--- config.mk ---
export PLATFORM = sky130hd
export DESIGN_NAME = record_serializer
export DESIGN_NICKNAME = d
export VERILOG_FILES = /design/src/rtl/record_serializer.sv
export SDC_FILE = /design/constraint.sdc
export NUM_CORES = 1
export LEC_CHECK = 0
export CORE_MARGIN = 3
export CORE_UTILIZATION = 25
export CTS_CLUSTER_SIZE = 30
export DETAILED_ROUTE_END_ITERATION = 10
export SYNTH_ARGS = -nofsm -noshare
export SYNTH_HDL_FRONTEND = slang
export SYNTH_SLANG_ARGS = --single-unit
--- constraint.sdc ---
create_clock -name clk -period 12.77 [get_ports clk]
set_input_delay 1.277 -clock clk [delete_from_list [all_inputs] [get_ports clk]]
set_output_delay 1.277 -clock clk [all_outputs]
set_load 0.01 [all_outputs]
--- src/rtl/record_serializer.sv ---
// Photon record FIFO with a byte-wide, LSB-first output stream.
// Tracks pending byte length and records dropped while the FIFO is full.
module record_serializer #(
    parameter int DEPTH     = 16,
    parameter int REC_BYTES = 6
) (
    input  logic                   clk,
    input  logic                   reset_n,
    input  logic                   running,
    input  logic                   flush,
    input  logic                   rec_valid,
    input  logic [8*REC_BYTES-1:0] rec_data,
    output logic [7:0]             data,
    output logic                   data_avail,
    input  logic                   data_accepted,
    output logic [15:0]            length,
    output logic                   fifo_full,
    output logic [15:0]            lost_count,
    input  logic                   clear_lost
);

    localparam int REC_W  = 8 * REC_BYTES;
    localparam int ADDR_W = $clog2(DEPTH);
    localparam int CNT_W  = ADDR_W + 1;
    localparam int IDX_W  = (REC_BYTES > 1) ? $clog2(REC_BYTES) : 1;

    localparam logic [CNT_W-1:0] FULL_CNT = CNT_W'(DEPTH);
    localparam logic [IDX_W-1:0] LAST_IDX = IDX_W'(REC_BYTES - 1);

    typedef enum logic {
        IDLE,
        SEND
    } state_t;

    state_t            state_q, state_d;
    logic [REC_W-1:0]  mem [DEPTH];
    logic [ADDR_W-1:0] wr_ptr_q, wr_ptr_d;
    logic [ADDR_W-1:0] rd_ptr_q, rd_ptr_d;
    logic [CNT_W-1:0]  count_q, count_d;
    logic [REC_W-1:0]  shift_q, shift_d;
    logic [IDX_W-1:0]  idx_q, idx_d;
    logic [15:0]       length_q, length_d;
    logic [15:0]       lost_q, lost_d;
    logic [16:0]       len_full;
    logic              wr_en;
    logic              drop;
    logic              pop;

    assign fifo_full  = (count_q == FULL_CNT);
    assign wr_en      = rec_valid & running & ~fifo_full & ~flush;
    assign drop       = rec_valid & running & fifo_full & ~flush;
    assign data       = shift_q[7:0];
    assign data_avail = (state_q == SEND);
    assign length     = length_q;
    assign lost_count = lost_q;

    always_comb begin
        state_d = state_q;
        shift_d = shift_q;
        idx_d   = idx_q;
        pop     = 1'b0;
        unique case (state_q)
            IDLE: begin
                if (count_q != '0) begin
                    pop     = 1'b1;
                    shift_d = mem[rd_ptr_q];
                    idx_d   = '0;
                    state_d = SEND;
                end
            end
            SEND: begin
                if (data_accepted) begin
                    if (idx_q != LAST_IDX) begin
                        shift_d = {8'h00, shift_q[REC_W-1:8]};
                        idx_d   = idx_q + IDX_W'(1);
                    end else if (count_q != '0) begin
                        // chain straight into the next record, no idle cycle
                        pop     = 1'b1;
                        shift_d = mem[rd_ptr_q];
                        idx_d   = '0;
                    end else begin
                        state_d = IDLE;
                    end
                end
            end
        endcase
        if (flush) begin
            state_d = IDLE;
            shift_d = '0;
            idx_d   = '0;
            pop     = 1'b0;
        end
    end

    always_comb begin
        wr_ptr_d = wr_ptr_q;
        rd_ptr_d = rd_ptr_q;
        count_d  = count_q;
        if (flush) begin
            wr_ptr_d = '0;
            rd_ptr_d = '0;
            count_d  = '0;
        end else begin
            if (wr_en) wr_ptr_d = wr_ptr_q + ADDR_W'(1);
            if (pop)   rd_ptr_d = rd_ptr_q + ADDR_W'(1);
            if (wr_en && !pop) count_d = count_q + CNT_W'(1);
            if (pop && !wr_en) count_d = count_q - CNT_W'(1);
        end
    end

    always_comb begin
        lost_d = clear_lost ? 16'h0000 : lost_q;
        if (drop && lost_d != 16'hFFFF) lost_d = lost_d + 16'h0001;
    end

    // length tracks the post-edge state so it never lags the FIFO
    always_comb begin
        len_full = 17'(count_d) * 17'(REC_BYTES);
        if (state_d == SEND)
            len_full = len_full + 17'(REC_BYTES) - 17'(idx_d);
        length_d = len_full[16] ? 16'hFFFF : len_full[15:0];
    end

    always_ff @(posedge clk) begin
        if (wr_en) mem[wr_ptr_q] <= rec_data;
    end

    always_ff @(posedge clk or negedge reset_n) begin
        if (!reset_n) begin
            state_q  <= IDLE;
            wr_ptr_q <= '0;
            rd_ptr_q <= '0;
            count_q  <= '0;
            shift_q  <= '0;
            idx_q    <= '0;
            length_q <= '0;
            lost_q   <= '0;
        end else begin
            state_q  <= state_d;
            wr_ptr_q <= wr_ptr_d;
            rd_ptr_q <= rd_ptr_d;
            count_q  <= count_d;
            shift_q  <= shift_d;
            idx_q    <= idx_d;
            length_q <= length_d;
            lost_q   <= lost_d;
        end
    end

endmodule

==> results of run 1 <==
through the flow:
| step | utilization, % | instances |
|---|---|---|
| 6_report | 29.69 | 3617 |
| 3_5_place_dp | 27.57 | 3452 |
| 3_3_place_gp | 27.57 | 3452 |
| 4_1_cts | 29.68 | 3609 |
| 2_1_floorplan | - | 1663 |
| 5_1_grt | 29.68 | 3609 |
state kept, by name (all words and copies together), names as in the netlist:
signal      count
mem           768
shift_q        48
lost_count     16
length         10
count_q         5
rd_ptr_q        4
wr_ptr_q        4
idx_q           3
data_avail      1
worst min-delay path by stage:
stage	startpoint	end	slack (ps)	cells past startpoint
floorplan	shift_q[39]	shift_q[39]	450	2
global placement	shift_q[30]	shift_q[30]	460	2
detailed placement	shift_q[31]	shift_q[31]	470	2
CTS	shift_q[8]	shift_q[8]	490	2
global route	shift_q[26]	shift_q[26]	510	2
finish	shift_q[8]	shift_q[8]	480	2
power by group through the flow:
stage / registers (mW) / logic, mW / clock network (mW)
finish: 3.27 / 1.62 / 2.52
global route: 3.28 / 1.76 / 2.69
CTS: 3.27 / 1.62 / 2.58
detailed placement: 3.33 / 1.62 / 0
global placement: 3.33 / 1.57 / 0
floorplan: 3.27 / 1.20 / 0
cells in the final DEF (no fill, tap or decap), drive strengths merged, types with 12 or more instances in the layout:
cell / synthesis / layout
edfxtp: 768 / 768
mux4: 240 / 240
nand2: 105 / 105
clkbuf: 59 / 103
clkdlybuf4s50: 0 / 95
dfrtp: 91 / 91
o21ai: 59 / 59
o221ai: 40 / 40
nor2: 40 / 40
clkinv: 0 / 38
inv: 29 / 31
buf: 44 / 29
ha: 24 / 24
xnor2: 17 / 17
and2: 16 / 16
xor2: 15 / 15
nand3: 12 / 12
logic make-up (layout without fill, tap and decap cells):
group	Yosys count	in the layout	share of synthesized area, %
flops	859	859	74.32
mux	245	245	16.01
simple gates	219	219	2.998
compound gates	150	150	3.189
buf+inv	132	310	1.637
xor+xnor	32	32	0.8441
fa+ha+maj	26	26	0.9982
other cells	0	8	0
area by class of cell:
class	instances	share of cell area, %
clock buffer	103	5.603
antenna	8	0.05014
multi-input combinational	672	20.62
inverter	29	0.2726
clock inverter	54	1.489
sequential	859	63.50
timing repair buffer	124	2.927
tap	1768	5.541
tightest hold or removal path, cell delays in order (launching register included):
cell and delay (ps):
dfrtp_1 350, nand2_1 50, o21ai_0 50
per-layer routing:
layer  GRT usage, %  vias up
li1               -     7050
met2          20.13      470
met3          2.437      128
met4          3.358        4
met5              0        -
met1          13.81     8835
==> Implementation_results.wiki, run 1 <==
{| class="wikitable"
! Metric !! Value
|-
| Fraction of final layout cells sized beyond drive strength 1 || a little under a quarter
|-
| Launch point of the critical path || flush
|-
| Metal-1 WL || 32190 µm
|-
| Critical path fanouts, max || 19
|-
| Number of maximum-capacitance violations || 0
|-
| Number of failing setup endpoints in the final timing report || 0
|-
| Total half-perimeter wirelength after legalization and detailed placement || between 40000 and 50000 µm
|-
| Library cells used by synthesis || 62
|-
| Top-level port count || between 90 and 100
|-
| Top layer reached by signal wires || met5
|-
| Average wire length per cell after detail routing || 22.46 µm
|-
| Total clock buffers created by CTS || 86
|-
| Endpoint required time on the critical path || 13290 ps
|-
| Unrepaired setup endpoints after global routing || false
|-
| Reg2Reg Setup Slack || 7310 ps
|-
| Seq cells post-synth || 859
|-
| Final critical delay including setup and external delays || 5806 ps
|-
| Residual DRC count || 0
|-
| Proportion of synthesized flip-flops having asynchronous set or reset || 10.59%
|-
| Die width || 375.3 µm
|-
| Worst voltage drop across the vdd grid || ~0.13 mV
|-
| Number of clock sinks || around 860
|-
| Via count normalized by instance count || 4.558
|-
| Type of destination of the critical path || register
|-
| Post-placement setup slack || between 6000 and 7000 ps
|-
| Top cells by instance count after synthesis || edfxtp_1 (768), mux4_2 (240), nand2_1 (105)
|-
| Antenna viol nets, final || 0
|-
| Slowest-stage cell, CP || clkdlybuf4s50_1
|-
| Area of the multi-input gates || 8233 µm²
|-
| Synthesis-to-layout area growth || 17.11%
|-
| EDFF count, synth || 768
|-
| Share of the clock period used by the worst path after layout || 45.47%
|-
| Power Internal || 5.340 mW
|-
| Power spent charging and discharging nets || 2.072 mW
|-
| Total negative setup slack || 0 ps
|-
| Weighted congestion at the end of routability-driven global placement || 0.7604
|-
| Kind of launch point of the worst setup path || input pin
|-
| Sequential share of the synthesized area || 74.32%
|-
| Remaining max-slew budget at the tightest pin || between 20% and 30%
|-
| Avg Cell Area, Syn || 20.50 µm²
|-
| Final setup margin || between 6000 and 7000 ps
|-
| Total area of sequential cells || 25350 µm²
|-
| Buffering stage count on the worst path with inverters included || 2
|-
| Resized cells post-CTS || 0
|-
| Metal3 WL || about 5000 µm
|-
| Post-CTS repair timing setup buffer count || 0
|-
| Terminus of the critical flop-to-flop path || length[8]
|-
| Delay of the slowest cell on the worst path || 870 ps
|-
| First-pass GRT wire length || 118500 µm
|-
| Site row count || 134
|-
| Main synth FF type || edfxtp_1
|-
| Combinational power share || 21.9%
|-
| Final global-route overflow total || 0
|-
| CTS tree || done
|-
| Initial core utilization || 25.35%
|-
| Cell occurring most often along the worst timing path || o21ai_0
|-
| Total routing usage reported by global routing || a little under an eighth
|-
| Level count of the clock H-tree || 3
|-
| Post-Route WL || 81260 µm
|-
| Router iterations before antenna repair || 5
|-
| Crit path arrival time || around 6300 ps
|-
| Clock share of power || 34.0%
|-
| Port Buffer Count || 96
|-
| Clock-pin slew of the registers on the worst-case setup and hold paths || 60 ps
|-
| Hold WS || 479.4 ps
|-
| Max Clk Rate || 172.2 MHz
|-
| Areal power density over the cells || roughly 190 nW/µm²
|-
| Sequential power share || between 40 and 50%
|-
| Worst reg2reg path depth || 16
|-
| Fraction of post-synthesis cell area in the top cell type by area || 67.65%
|-
| Slew of the pin with the lowest slew margin || approximately 1200 ps
|-
| Final Hold Vio Count || 0
|-
| Floorplan die area || 140800 µm²
|-
| CP top delay family || compound AO/OA/AOI/OAI gates
|-
| DR vias || 16490
|-
| Post-Place Cell Area || 37070 µm²
|-
| Final-layout fill cell count || between 10000 and 15000
|-
| Cells along the critical path || clkdlybuf4s50_1, nand3b_1, a311oi_4, o2bb2a_1, o21ai_0, and2_1, ha_1, inv_1, fa_1, xor2_1, ha_1, o21ai_0, nand2b_1, a2111oi_1, o31a_1, o21ai_0, nor3_2
|-
| Yosys warns || 0
|-
| Post-synthesis instance area || approximately 34000 µm²
|-
| Hold WC Path Type || reg -> reg
|-
| Reg-to-Reg Start || idx_q[0]
|-
| Net count after synthesis || 1744
|-
| Static leakage || 12.54 nW
|-
| Status || completed
|-
| Critical path class || in -> reg
|-
| Routed wl met2 || 42140 µm
|-
| Chip height || 375.3 µm
|-
| Number of design-rule violations left by the first detailed-router iteration || around 1700
|-
| Final clock skew || 38.84 ps
|-
| Largest area contributor in the synthesized netlist || edfxtp_1
|-
| Area of the placeable core || ~130000 µm²
|-
| Number of hold buffers added after CTS || 0
|-
| Source-to-sink clock delay at the later pin of the worst-skew pair || around 640 ps
|-
| PnR Total Power || 7.412 mW
|-
| Cell area after layout || 39930 µm²
|-
| Clock tree root driver cell || clkbuf_16
|-
| Switching share of power || around 28%
|-
| Final slew viol count || 0
|-
| Initial antenna violation count || 17
|-
| Total stage count of the critical path || 17
|-
| Leading cell types by total area after synthesis || edfxtp_1 (68%), mux4_2 (16%), dfrtp_1 (6.7%), nand2_1 (1.2%), o221ai_1 (1.0%)
|-
| Via count of the first global-routing pass || ~17000
|-
| Pin count of the biggest net entering global routing || 77
|-
| Setup crit end || length[8]
|-
| # nets final || 1853
|-
| Buffer depth of the longest clock path || 3
|-
| Most frequent cell after synthesis || edfxtp_1
|-
| Cells after synthesis || 1663
|}
Note: power is estimated with default switching activity, not from simulation.
==> run 2: changes to the inputs <==
==> constraint.sdc (replaced) <==
create_clock -name clk -period 5.7 [get_ports clk]
set_input_delay 0.57 -clock clk [delete_from_list [all_inputs] [get_ports clk]]
set_output_delay 0.57 -clock clk [all_outputs]
set_load 0.01 [all_outputs]
==> run 2 against run 1 <==
  * Global-route usage is 0.20 points higher
  * Clock power increased by 140%
  * Via count up 1.5%
  * Sequential power increased by 130%
  * Worst setup slack worse by 6300 ps
  * Design area grew 1.2%
  * Power grew 130%
  * First-iteration DRC count is 7.9% lower
  * Worst hold slack got worse by 110 ps
  * Final cell count is 0.69% higher
  * Highest routed layer unchanged
  * Critical path type is now reg -> reg
  * Sequential cell count is the same
==> Implementation_results.wiki, run 2 (synthesized netlist as in run 1, its figures left out) <==
{| class="wikitable"
! Metric !! Value
|-
| Chip height || 375.3 µm
|-
| Buffer depth of the longest clock path || 3
|-
| Pin count of the biggest net entering global routing || 88
|-
| Fraction of final layout cells sized beyond drive strength 1 || 24.28%
|-
| Source-to-sink clock delay at the later pin of the worst-skew pair || 660 ps
|-
| Total clock buffers created by CTS || 90
|-
| Die width || ~380 µm
|-
| Average wire length per cell after detail routing || 22.48 µm
|-
| Weighted congestion at the end of routability-driven global placement || 0.7553
|-
| Critical path class || reg -> reg
|-
| Type of destination of the critical path || register
|-
| Final slew viol count || 0
|-
| Share of the clock period used by the worst path after layout || about 89%
|-
| Port Buffer Count || 96
|-
| Residual DRC count || 0
|-
| Leading cell type in the layout, fill and taps excluded || edfxtp_1
|-
| Router iterations before antenna repair || 5
|-
| Cell area after layout || slightly above 40000 µm²
|-
| Number of hold buffers added after CTS || 1
|-
| Level count of the clock H-tree || 3
|-
| Total half-perimeter wirelength after legalization and detailed placement || 46470 µm
|-
| DR vias || around 17000
|-
| Hold WC Path Type || in -> async
|-
| Top-level port count || 97
|-
| Number of clock sinks || 859
|-
| Clock-pin slew of the registers on the worst-case setup and hold paths || ~60 ps
|-
| Slew of the pin with the lowest slew margin || 1143 ps
|-
| Final-layout fill cell count || 12920
|-
| Post-CTS repair timing setup buffer count || 0
|-
| Max Clk Rate || 196.9 MHz
|-
| Post-Route WL || 81880 µm
|-
| Post-Route Utilization || between 30% and 40%
|-
| Count of placed standard cells including taps || 3465
|-
| Number of maximum-capacitance violations || 0
|-
| Floorplan die area || 140800 µm²
|-
| CTS tree || done
|-
| Via count normalized by instance count || between 4 and 5
|-
| Unrepaired setup endpoints after global routing || false
|-
| Register ranked first by flip-flop count || mem
|-
| Final global-route overflow total || 0
|-
| Post-Place Cell Area || about 37000 µm²
|-
| Critical path fanouts, max || 7
|-
| # nets final || 1871
|-
| Initial core utilization || 25.35%
|-
| Number of failing setup endpoints in the final timing report || 0
|-
| Resized cells post-CTS || 0
|-
| Kind of launch point of the worst setup path || register
|-
| Antenna viol nets, final || 0
|-
| Final critical delay including setup and external delays || 5080 ps
|-
| Most used cells in the layout excluding fill and tap cells || edfxtp_1 (768), mux4_2 (240), nand2_1 (104), clkdlybuf4s50_1 (95), clkbuf_16 (91)
|-
| Remaining max-slew budget at the tightest pin || about a quarter
|-
| Final Hold Vio Count || 0
|-
| Via count of the first global-routing pass || 17610
|-
| Final setup margin || 620.1 ps
|-
| Total routing usage reported by global routing || 11.54%
|-
| Clock tree root driver cell || clkbuf_16
|-
| Area of the placeable core || 134500 µm²
|-
| Areal power density over the cells || approximately 420 nW/µm²
|-
| Status || completed
|-
| Crit path arrival time || 5640 ps
|-
| Site row count || 134
|-
| First-pass GRT wire length || approximately 120000 µm
|-
| Initial antenna violation count || 17
|-
| Endpoint required time on the critical path || approximately 6300 ps
|-
| Number of design-rule violations left by the first detailed-router iteration || 1593
|-
| Final clock skew || 44.61 ps
|-
| Total negative setup slack || 0 ps
|-
| Static leakage || 12.73 nW
|-
| Number of flip-flops under the largest register name || ~770
|-
| Post-placement setup slack || 666.1 ps
|-
| Synthesis-to-layout area growth || 18.49%
|-
| Post-route non-filler standard cell count || 3642
|-
| Worst voltage drop across the vdd grid || 0.2874 mV
|}
## run 2: cell count changes in the layout (fill, tap and decap cells not counted), sizes merged
cell,delta
clkbuf,+11
dlygate4sd3,+1
bufinv,-1
buf,+13
clkinvlp,+5
inv,+1
clkinv,-5
## run 2: cell type report
class	instances	area, µm²	area share (%)
Inverter	29	108.9	0.2695
Sequential cell	859	25350	62.76
Multi-Input combinational cell	672	8233	20.38
Clock inverter	54	644.4	1.595
Tap cell	1768	2212	5.476
Antenna cell	8	20.02	0.04956
Timing Repair Buffer	138	1414	3.500
Clock buffer	114	2414	5.975
## run 2: critical path: stages, from the launching register on
cell and delay [ps]:
dfrtp_1 440, inv_1 130, ha_1 190, or4b_1 640, a311oi_4 420, o2bb2a_1 270, o21ai_0 150, and2_1 200
ha_1 150, inv_1 60, fa_1 500, xor2_1 220, ha_1 330, o21ai_0 100, nand2b_1 130, a2111oi_1 400
o31a_1 360, o21a_1 200, o22a_1 130
## run 2: metrics by stage
stage / power [mW] / hold slack [ps]
after floorplan: 10.02 / 274.4
after global placement: 11.02 / 448.0
after detailed placement: 11.16 / 455.2
after CTS: 17.12 / 329.5
after global routing: 17.73 / 356.6
final: 16.97 / 367.8
## run 2: power by group
group          switching (mW)  leakage [nW]  total [mW]  internal, mW
combinational            2.06          3.15        3.66          1.60
clock                    2.45          1.46        5.93          3.49
sequential              0.268          8.12        7.37          7.11
total                    4.78          12.7        17.0          12.2
## run 2: path summary, 6_finish.rpt
path / start / to / slack (ps) / depth (start not counted)
setup / recovery: count_q[0] / length[5] / 620 / 18
hold / removal: reset_n / lost_count[6] / 370 / 2
setup reg to reg: count_q[0] / length[5] / 620 / 18
hold reg to reg: shift_q[36] / shift_q[36] / 480 / 2
max in group asynchronous: reset_n / rd_ptr_q[3] / 3950 / 3
min in group clk: shift_q[36] / shift_q[36] / 480 / 2
## run 2: routing by layer
metal	wire length [µm]	vias up	part of all wire, %	global-route usage, %
li1	-	7104	-	-
met1	33470	9001	41	14.71
met2	41610	495	51	20.01
met3	4869	130	5.9	2.263
met4	1897	4	2.3	3.120
met5	31	-	0.038	0
